`src/rtl/lifo_stack.sv`:
```
// rtl/lifo_stack.sv - synchronous LIFO stack with full/empty flags and registered pop output
module lifo_stack #(
  parameter int DATA_WIDTH = 8,
  parameter int DEPTH      = 3
) (
  input  logic                  CLK,
  input  logic                  nRST,
  input  logic                  CE,
  input  logic                  nRW,
  input  logic [DATA_WIDTH-1:0] DATA_IN,
  output logic [DATA_WIDTH-1:0] DATA_OUT,
  output logic                  FULL,
  output logic                  EMPTY
);

  localparam int             SLOTS = 1 << DEPTH;
  localparam logic [DEPTH:0] CAP   = (DEPTH + 1)'(SLOTS);

  // Storage is deliberately left out of reset; only slots written since reset are ever popped.
  logic [DATA_WIDTH-1:0] mem_q [SLOTS];

  logic [DEPTH:0]        count_q, count_d;
  logic [DATA_WIDTH-1:0] data_out_q, data_out_d;
  logic                  push, pop;
  logic [DEPTH-1:0]      wr_ptr, rd_ptr;

  // Status decode and operation qualification; reset discards the operation on its edge.
  always_comb begin
    FULL   = (count_q == CAP);
    EMPTY  = (count_q == '0);
    push   = CE &  nRW & ~FULL  & ~nRST;
    pop    = CE & ~nRW & ~EMPTY & ~nRST;
    // When not full the low bits of count address the next free slot.
    wr_ptr = count_q[DEPTH-1:0];
    // Top of stack is count-1; the low bits wrap correctly even when count == SLOTS.
    rd_ptr = count_q[DEPTH-1:0] - DEPTH'(1);
  end

  // Next-state for the count and the output register.
  always_comb begin
    count_d    = count_q;
    data_out_d = data_out_q;
    if (push) begin
      count_d = count_q + 1'b1;
    end else if (pop) begin
      count_d    = count_q - 1'b1;
      data_out_d = mem_q[rd_ptr];
    end
  end

  // Count and output registers with synchronous active-high reset.
  always_ff @(posedge CLK) begin
    if (nRST) begin
      count_q    <= '0;
      data_out_q <= '0;
    end else begin
      count_q    <= count_d;
      data_out_q <= data_out_d;
    end
  end

  // Memory write on an accepted push.
  always_ff @(posedge CLK) begin
    if (push) begin
      mem_q[wr_ptr] <= DATA_IN;
    end
  end

  assign DATA_OUT = data_out_q;

endmodule

```
`config.mk`:
```
export PLATFORM = sky130hd
export DESIGN_NAME = lifo_stack
export DESIGN_NICKNAME = d
export VERILOG_FILES = /design/src/rtl/lifo_stack.sv
export SDC_FILE = /design/constraint.sdc
export NUM_CORES = 1
export LEC_CHECK = 0
export BUFFER_PORTS_ARGS = -buffer_cell sky130_fd_sc_hd__clkbuf_2
export CORE_ASPECT_RATIO = 1.1
export CORE_MARGIN = 2
export CORE_UTILIZATION = 60
export DETAILED_ROUTE_END_ITERATION = 16
export GPL_ROUTABILITY_DRIVEN = 0
export PLACE_DENSITY = 0.86
export SETUP_SLACK_MARGIN = 0.4
export SYNTH_ARGS = -nofsm -noshare
export SYNTH_HDL_FRONTEND = slang
export SYNTH_SLANG_ARGS = --single-unit
```
`constraint.sdc`:
```
create_clock -name CLK -period 5.58 [get_ports CLK]
set_input_delay 0.558 -clock CLK [delete_from_list [all_inputs] [get_ports CLK]]
set_output_delay 0.558 -clock CLK [all_outputs]
set_load 0.005 [all_outputs]
```
## Yosys cells after proc, flatten, opt, wreduce, memory -nomap -nowiden

Memory sizes are Yosys's and may differ from the RTL's. A register that Yosys moved wholly into a read port is not among the register bits.
Cells that the tools add are included.

- Add/sub/neg operators: 3
- Multipliers: 0
- Div/mod/pow operators: 0
- Order comparisons: 0
- Equal/unequal tests: 1
- Shift-type cells: 0
- Mux-type cells: 4
- Bitwise logic cells: 11
- Reduce and logical (&&, ||, !) cells: 3

Operators with widths:

| operator | count |
|---|---|
| $mux W4 | 2 |
| $and A1 B1 Y1 | 6 |
| $not A1 Y1 | 5 |
| $add A4 B1 Y4 const B | 1 |
| $eq A4 B4 Y1 const B | 1 |
| $logic_not A4 Y1 | 1 |
| $sub A4 B1 Y4 const B | 1 |
| $sub A3 B1 Y3 const B | 1 |
| $mux W1 | 2 |
| $reduce_and A2 Y1 | 1 |
| $reduce_bool A2 Y1 | 1 |

- Register bits: 4
- Bits in latches: 0
- Bits in writable memories: 64
- ROM bits: 0
- Input port bits: 12
- Output and inout bits: 10
- Logic and storage cells: 24
- Memories kept: 1

Memory list:

| memory | depth | width | read ports | clocked after memory_dff | write ports | RTL line | source |
|---|---|---|---|---|---|---|---|
| mem_q | 8 | 8 | 1 | 1 | 1 | 20 | `logic [DATA_WIDTH-1:0] mem_q [SLOTS];` |

## Depth between registers and ports, before layout

Gate-level depths: netlist of the first run.

- Depth in word-level cells: 6
- Gate-level depth with buffers: 10
- Gate-level depth less buffers: 9

## Worst setup path before layout of the first run

Ideal clock, no wire load.

- Kind: flip-flop to flip-flop
- Start: register count_q[0]
- End: register count_q[3]
- Library setup time: 0.126 ns
- Arrival: 2.178 ns
- Required time: 5.454 ns
- Path slack: 3.276 ns
- Cell stages (with the launch flop): 11
- Path buffers: 1
- Period minus slack after synthesis: 2.304 ns
- Cell sequence: dfxtp_1 -> buf_4 -> inv_1 -> ha_1 -> nand3b_1 -> nand3_1 -> ha_1 -> a21oi_1 -> a22oi_1 -> a311oi_1 -> o22ai_1

- Cells in the longest elaborated chain, start to end: 5
- Elaborated cells between the ends (all ways): 13
- Those cells by class: 2 x add/sub; 1 x eq/ne; 2 x mux; 6 x bitwise; 2 x reduce/logical

Ends and longest elaborated chain:

| what | RTL line | source |
|---|---|---|
| start: declaration | 22 | `logic [DEPTH:0] count_q, count_d;` |
| start signal: assignment | 57 | `count_q <= count_d;` |
| parallel branches: the longest is 5 deep, another holds $sub A4 B1 Y4 | n/a |  |

Several ways; the timed one is not identified. The select of a mux whose other input is x is not followed.
A chain may end at the register's enable or synchronous reset.

## Worst setup path after layout of the first run

- Start: register count_q[0]
- End: memory mem_q[1][5], enable pin

- Cells in the longest elaborated chain, start to end: 6

Ends and longest elaborated chain:

| what | RTL line | source |
|---|---|---|
| $eq A4 B4 Y1 | 29 | `FULL = (count_q == CAP);` |
| $not A1 Y1 | 31 | `push = CE & nRW & ~FULL & ~nRST;` |
| $and A1 B1 Y1 (2 in series) | 31 |  |
| $mux W1 | 64 | `if (push) begin` |
| $mux W1 (not written as such) | 65 | `mem_q[wr_ptr] <= DATA_IN;` |
| end: declaration | 20 |  |

Parallel ways exist; a longest one is shown, timed or not.

==> impl_metrics.csv, run 1 <==
group,metric,value,unit
floorplanning,fp.dieH,79.26,µm
global_routing,grt_pass1_vias,1652,
routing,wl,5216,µm
cts,cts_buffers,9,
logic_synthesis,synth_top_cell_by_area,"edfxtp_1",
cts,cts_tree,"built",
cts,clk_pin_slew_worst_paths,0.08,ns
setup_path,crit_fanout,21,
routing,wl_met2,2700,µm
setup_path,critPathLaunchType,"register",
floorplanning,initial_core_util,61.79,%
timing,setup_viol,0,
global_routing,grt_usage,20.46,%
floorplanning,die_area,0.005739,mm²
logic_synthesis,avgSynthCellArea,16.88,µm²
global_routing,grt_pass1_wl,8176,µm
logic_synthesis,yosys_warnings,0,
job,cap_viol_max_count,0,
min_path,hp-class,"register to register",
floorplanning,die-width,72.42,µm
cts,numClockSinks,76,
timing,period_minus_slack,2.767,ns
final_layout,nFillCells,337,
routing,drc_errors,0,
timing,fmax,361.4,MHz
cts,clk_path_buf_depth,2,
routing,route.top_layer_used,"met4",
logic_synthesis,yosysUniqueCellTypes,33,
logic_synthesis,syn_area,0.003089,mm²
setup_path,r2r-end,"mem_q[1][5]",
routing,ant_nets,0,
logic_synthesis,synth_fp_nets,199,
logic_synthesis,synth_cells,183,
logic_synthesis,yosys-top-cells-count,"edfxtp_1 (64), nand3_1 (18), mux4_2 (16), dfxtp_1 (12), nand2b_1 (11)",
final_layout,regArea,0.002162,mm²
logic_synthesis,yosysMostFrequentCell,"edfxtp_1",
global_routing,grt_max_degree,22,
routing,drtPass1Iterations,4,
setup_path,r2r_setup_slack,2.81,ns
final_layout,multi_input_area,858.3,µm²
routing,post_drt_wl_per_cell,19.18,µm
logic_synthesis,synthTopCellsByArea,"edfxtp_1 (62%), mux4_2 (12%), dfxtp_1 (7.8%)",
min_path,min_path_cells,2,
cts,htreeDepth,3,
cts,clk_latency,0.33,ns
cts,cts_setup_buffers,0,
timing,worstMarginPinSlew,1.175,ns
placed_design,dp_hpwl,3306,µm
setup_path,critPathKind,"register to register",
logic_synthesis,async_flop_share,0,%
global_routing,antenna_found_initial,0,
global_routing,overflow,0,
routing,drt_iter0_drc,172,
cts,cts_resized,0,
logic_synthesis,synth_top_area_share,62.21,%
floorplanning,fp.coreArea,0.005000,mm²
timing,hold_ws,0.4536,ns
setup_path,timing.rr.start,"count_q[0]",
pwr,leakage,1.191,nW
logic_synthesis,synth-main-ff-cell,"edfxtp_1",
min_path,whs_endpoint,"DATA_OUT[7]",
logic_synthesis,synth_edf_count,64,
floorplanning,rows,27,
timing,slew_headroom,21.07,%
setup_path,r2r_cells,6,
final_layout,drive_gt1_share,26.64,%
timing,fin_skew,0.006141,ns
routing,via_per_inst,6.015,
pwr,irDropWorstVdd,0.3244,mV
timing,fin_tns_setup,0,ns
timing,drv_slew,0,
logic_synthesis,ys_seq_area_share,69.99,%
setup_path,cp_data_required_time,5.53,ns
final_layout,area_growth,13.00,%
routing,vias,1636,
cts,clock-root-buffer,"clkbuf_8",
placed_design,portBuffers,21,
logic_synthesis,ys_ff_latch,76,
setup_path,crit_path_end_kind,"register",
cts,hold_buffers,0,
min_path,hp-start,"DATA_OUT[7]",
final_layout,antenna_cells,0,
timing,grt_setup_unrepaired,"false",
floorplanning,io_pins,22,
timing,hold_viol,0,
routing,drt-met1-wl,2185,µm
routing,route.met3.wl,212,µm
setup_path,worstPathArrival,2.72,ns
timing,fin_crit_sh,49.58,%
status,status,"completed",
final_layout,finish.net_count,225,
pwr,power.density,376.1,mW/mm²
==> worst max-delay path, cell delays in order, from the launching register on <==
cell and delay, ns:
dfxtp_1 0.31, buf_4 0.34, inv_1 0.11, ha_1 0.27, nand3b_1 0.18, nand4_1 0.21
nor3_1 0.95
==> where the power goes <==
part / switching [mW] / total (mW) / internal (mW)
combinational: 0.0765 / 0.144 / 0.0678
clock: 0.189 / 0.530 / 0.341
sequential: 0.0102 / 0.639 / 0.628
==> how the worst max path moves through the flow <==
stage               start          end  slack [ns]  cells past startpoint
6_report       count_q[0]  mem_q[1][5]        2.81                      6
5_1_grt        count_q[0]   count_q[3]        2.62                     10
4_1_cts        count_q[0]  mem_q[1][1]        2.77                      6
2_1_floorplan  count_q[0]   count_q[3]        3.28                     10
3_5_place_dp   count_q[0]  mem_q[1][4]        2.81                      6
3_3_place_gp   count_q[0]  mem_q[1][4]        2.96                      6
==> cells by family (layout without fill, tap and decap cells) <==
| kind of cell | after synthesis | in the layout | share of synthesized area, % |
|---|---|---|---|
| multiplexers | 17 | 17 | 11.99 |
| AO/OA/AOI/OAI | 10 | 10 | 2.593 |
| XOR/XNOR | 4 | 4 | 1.134 |
| adder cells (fa/ha/maj) | 4 | 4 | 1.863 |
| buffers and inverters | 13 | 44 | 2.227 |
| AND/OR/NAND/NOR | 59 | 59 | 10.21 |
| flip-flops | 76 | 76 | 69.99 |
==> sequential cells by signal, indices dropped and copies added, names as in the netlist <==
register / count
mem_q: 64
DATA_OUT: 8
count_q: 4
==> cells in the final DEF, fill, tap and decap left out, types with 2 or more instances in the layout <==
master and instances:
a21oi_1 2, bufinv_16 4, clkbuf_2 21, clkbuf_8 9, clkinv_2 2, dfxtp_1 12
edfxtp_1 64, ha_1 3, inv_1 6, mux4_2 16, nand2_1 10, nand2b_1 11
nand3_1 18, nand4_1 2, nor2_1 9, nor2b_1 2, nor3_1 2, xnor2_1 3
==> cell type report <==
cell class | instances | area share [%]
inverters | 6 | 0.6452
well taps | 58 | 2.079
clock inverters | 7 | 3.978
repair buffers | 22 | 3.226
flip-flops and latches | 76 | 61.94
multi-input cells | 94 | 24.59
clock buffers | 9 | 3.548
==> per-stage QoR <==
stage	util [%]	cells	setup WS (ns)	power (mW)	area [µm²]
3_3_place_gp	64.56	256	2.958	0.7912	3228
3_5_place_dp	64.56	256	2.812	0.7956	3228
5_1_grt	69.82	272	2.624	1.362	3491
2_1_floorplan	-	183	3.276	0.7600	3089
6_report	69.82	272	2.813	1.313	3491
4_1_cts	69.82	272	2.773	1.324	3491
==> per-layer routing <==
metal	up-vias	GRT usage, %
li1	761	-
met5	-	0
met1	822	26.13
met3	6	5.711
met4	0	11.30
met2	47	31.74
(Power assumes the default switching activity.)
==> run 2: changes to the inputs <==
--- a/config.mk
+++ b/config.mk
@@ -8,10 +8,10 @@
 export BUFFER_PORTS_ARGS = -buffer_cell sky130_fd_sc_hd__clkbuf_2
 export CORE_ASPECT_RATIO = 1.1
 export CORE_MARGIN = 2
-export CORE_UTILIZATION = 60
+export CORE_UTILIZATION = 53
 export DETAILED_ROUTE_END_ITERATION = 16
 export GPL_ROUTABILITY_DRIVEN = 0
-export PLACE_DENSITY = 0.86
+export PLACE_DENSITY = 0.81
 export SETUP_SLACK_MARGIN = 0.4
 export SYNTH_ARGS = -nofsm -noshare
 export SYNTH_HDL_FRONTEND = slang
==> constraint.sdc (replaced) <==
create_clock -name CLK -period 2.23 [get_ports CLK]
set_input_delay 0.223 -clock CLK [delete_from_list [all_inputs] [get_ports CLK]]
set_output_delay 0.223 -clock CLK [all_outputs]
set_load 0.005 [all_outputs]
==> impl_metrics.csv, run 2 (synthesis results as in run 1) <==
group,metric,value,unit
setup_path,cp_data_required_time,2.47,ns
final_layout,final_cell_mix,"edfxtp_1 (64), clkbuf_2 (21), buf_4 (18)",
global_routing,grt_max_degree,21,
floorplanning,io_pins,22,
setup_path,critPathKind,"register to register",
global_routing,overflow,0,
timing,period_minus_slack,1.817,ns
timing,grt_setup_unrepaired,"true",
pwr,power.density,870.2,mW/mm²
routing,vias,1734,
cts,clk_latency,0.35,ns
routing,wl,5937,µm
setup_path,critPathLaunchType,"register",
cts,hold_buffers,0,
status,status,"completed",
final_layout,area_growth,19.04,%
pwr,power,3.200,mW
floorplanning,rows,29,
setup_path,worstPathArrival,2.05,ns
setup_path,crit_fanout,5,
final_layout,largest_reg_flops,64,
job,cap_viol_max_count,0,
cts,cts_buffers,9,
final_layout,largest-register,"mem_q",
timing,fin_skew,0.007114,ns
final_layout,antenna_cells,0,
min_path,hp-class,"primary input to register",
cts,htreeDepth,3,
timing,fin_crit_sh,81.47,%
global_routing,grt_pass1_wl,9418,µm
pwr,leakage,1.266,nW
timing,worstMarginPinSlew,0.4051,ns
placed_design,portBuffers,21,
final_layout,final_core_util,64.55,%
final_layout,finish.net_count,242,
global_routing,grt_pass1_vias,1811,
final_layout,final_common_cell,"edfxtp_1",
routing,drc_errors,0,
timing,drv_slew,0,
final_layout,stdcell_count,308,
timing,fmax,550.4,MHz
floorplanning,die-width,76.80,µm
timing,hold_viol,0,
placed_design,dp_hpwl,3751,µm
floorplanning,initial_core_util,54.23,%
floorplanning,die_area,0.006456,mm²
final_layout,nFillCells,416,
routing,drtPass1Iterations,4,
floorplanning,fp.dieH,84.07,µm
cts,clk_pin_slew_worst_paths,0.08,ns
placed_design,placedCellCount,288,
timing,slew_headroom,72.99,%
floorplanning,fp.coreArea,0.005697,mm²
routing,via_per_inst,5.630,
routing,ant_nets,0,
cts,cts_tree,"built",
final_layout,drive_gt1_share,37.23,%
pwr,irDropWorstVdd,0.5744,mV
setup_path,crit_path_end_kind,"register",
timing,setup_viol,0,
cts,clock-root-buffer,"clkbuf_8",
global_routing,grt_usage,19.98,%
timing,fin_tns_setup,0,ns
cts,clk_path_buf_depth,2,
routing,drt_iter0_drc,177,
cts,numClockSinks,76,
routing,post_drt_wl_per_cell,19.28,µm
global_routing,antenna_found_initial,0,
[run 2: changes by cell type in the layout (fill, tap and decap cells not counted), sizes merged]
| cell | delta |
|---|---|
| buf | +17 |
| bufinv | -2 |
| clkinv | -2 |
| clkinvlp | +2 |
| inv | +2 |
[run 2: what timing repair did]
action	4_1_cts	5_1_grt
buffers inserted	2	2
endpoints found under the setup margin	21	3
gates resized for setup	1	3
pin swaps	0	3
[run 2: area by class of cell]
class | count | area, µm² | area share, %
Clock inverter | 7 | 97.59 | 2.654
Timing Repair Buffer | 39 | 240.2 | 6.533
Inverter | 6 | 25.02 | 0.6805
Sequential cell | 76 | 2167 | 58.93
Tap cell | 77 | 96.34 | 2.620
Multi-Input combinational cell | 94 | 927.1 | 25.21
Clock buffer | 9 | 123.9 | 3.368
[run 2: report_power, final]
part / total, mW / internal, mW / switching (mW)
combinational: 0.461 / 0.225 / 0.236
sequential: 1.59 / 1.57 / 0.0184
clock: 1.15 / 0.635 / 0.513
total: 3.20 / 2.43 / 0.768
[run 2: worst max-delay path, stage by stage, from the launching register on]
cell	delay [ns]
dfxtp_2	0.36
inv_4	0.04
ha_4	0.16
nand3b_1	0.13
nand3_2	0.14
ha_1	0.35
nand3_4	0.09
a311oi_1	0.32
o22ai_1	0.11
[run 2: per-stage QoR]
| step | cell area (µm²) | setup slack (ns) | hold WS (ns) |
|---|---|---|---|
| floorplan | 3158 | 0.3525 | 0.3219 |
| global placement | 3411 | 0.3005 | 0.4332 |
| global route | 3677 | 0.3689 | 0.1390 |
| finish | 3677 | 0.4133 | 0.1499 |
| CTS | 3650 | 0.4062 | 0.1373 |
| detailed placement | 3411 | 0.2116 | 0.4479 |
[run 2: final timing paths]
kind                                  start     endpoint  slack [ns]  cells after the start
worst max register to register   count_q[0]   count_q[3]        0.41                      8
worst max-delay path             count_q[0]   count_q[3]        0.41                      8
worst min register to register  DATA_OUT[0]  DATA_OUT[0]        0.46                      2
worst min-delay path             DATA_IN[2]  mem_q[5][2]        0.15                      1
[run 2: per-layer routing]
layer	part of all wire (%)	GRT usage (%)
met1	41	24.83
met2	52	32.70
met3	5.4	5.952
met4	1.6	8.430
met5	0	0
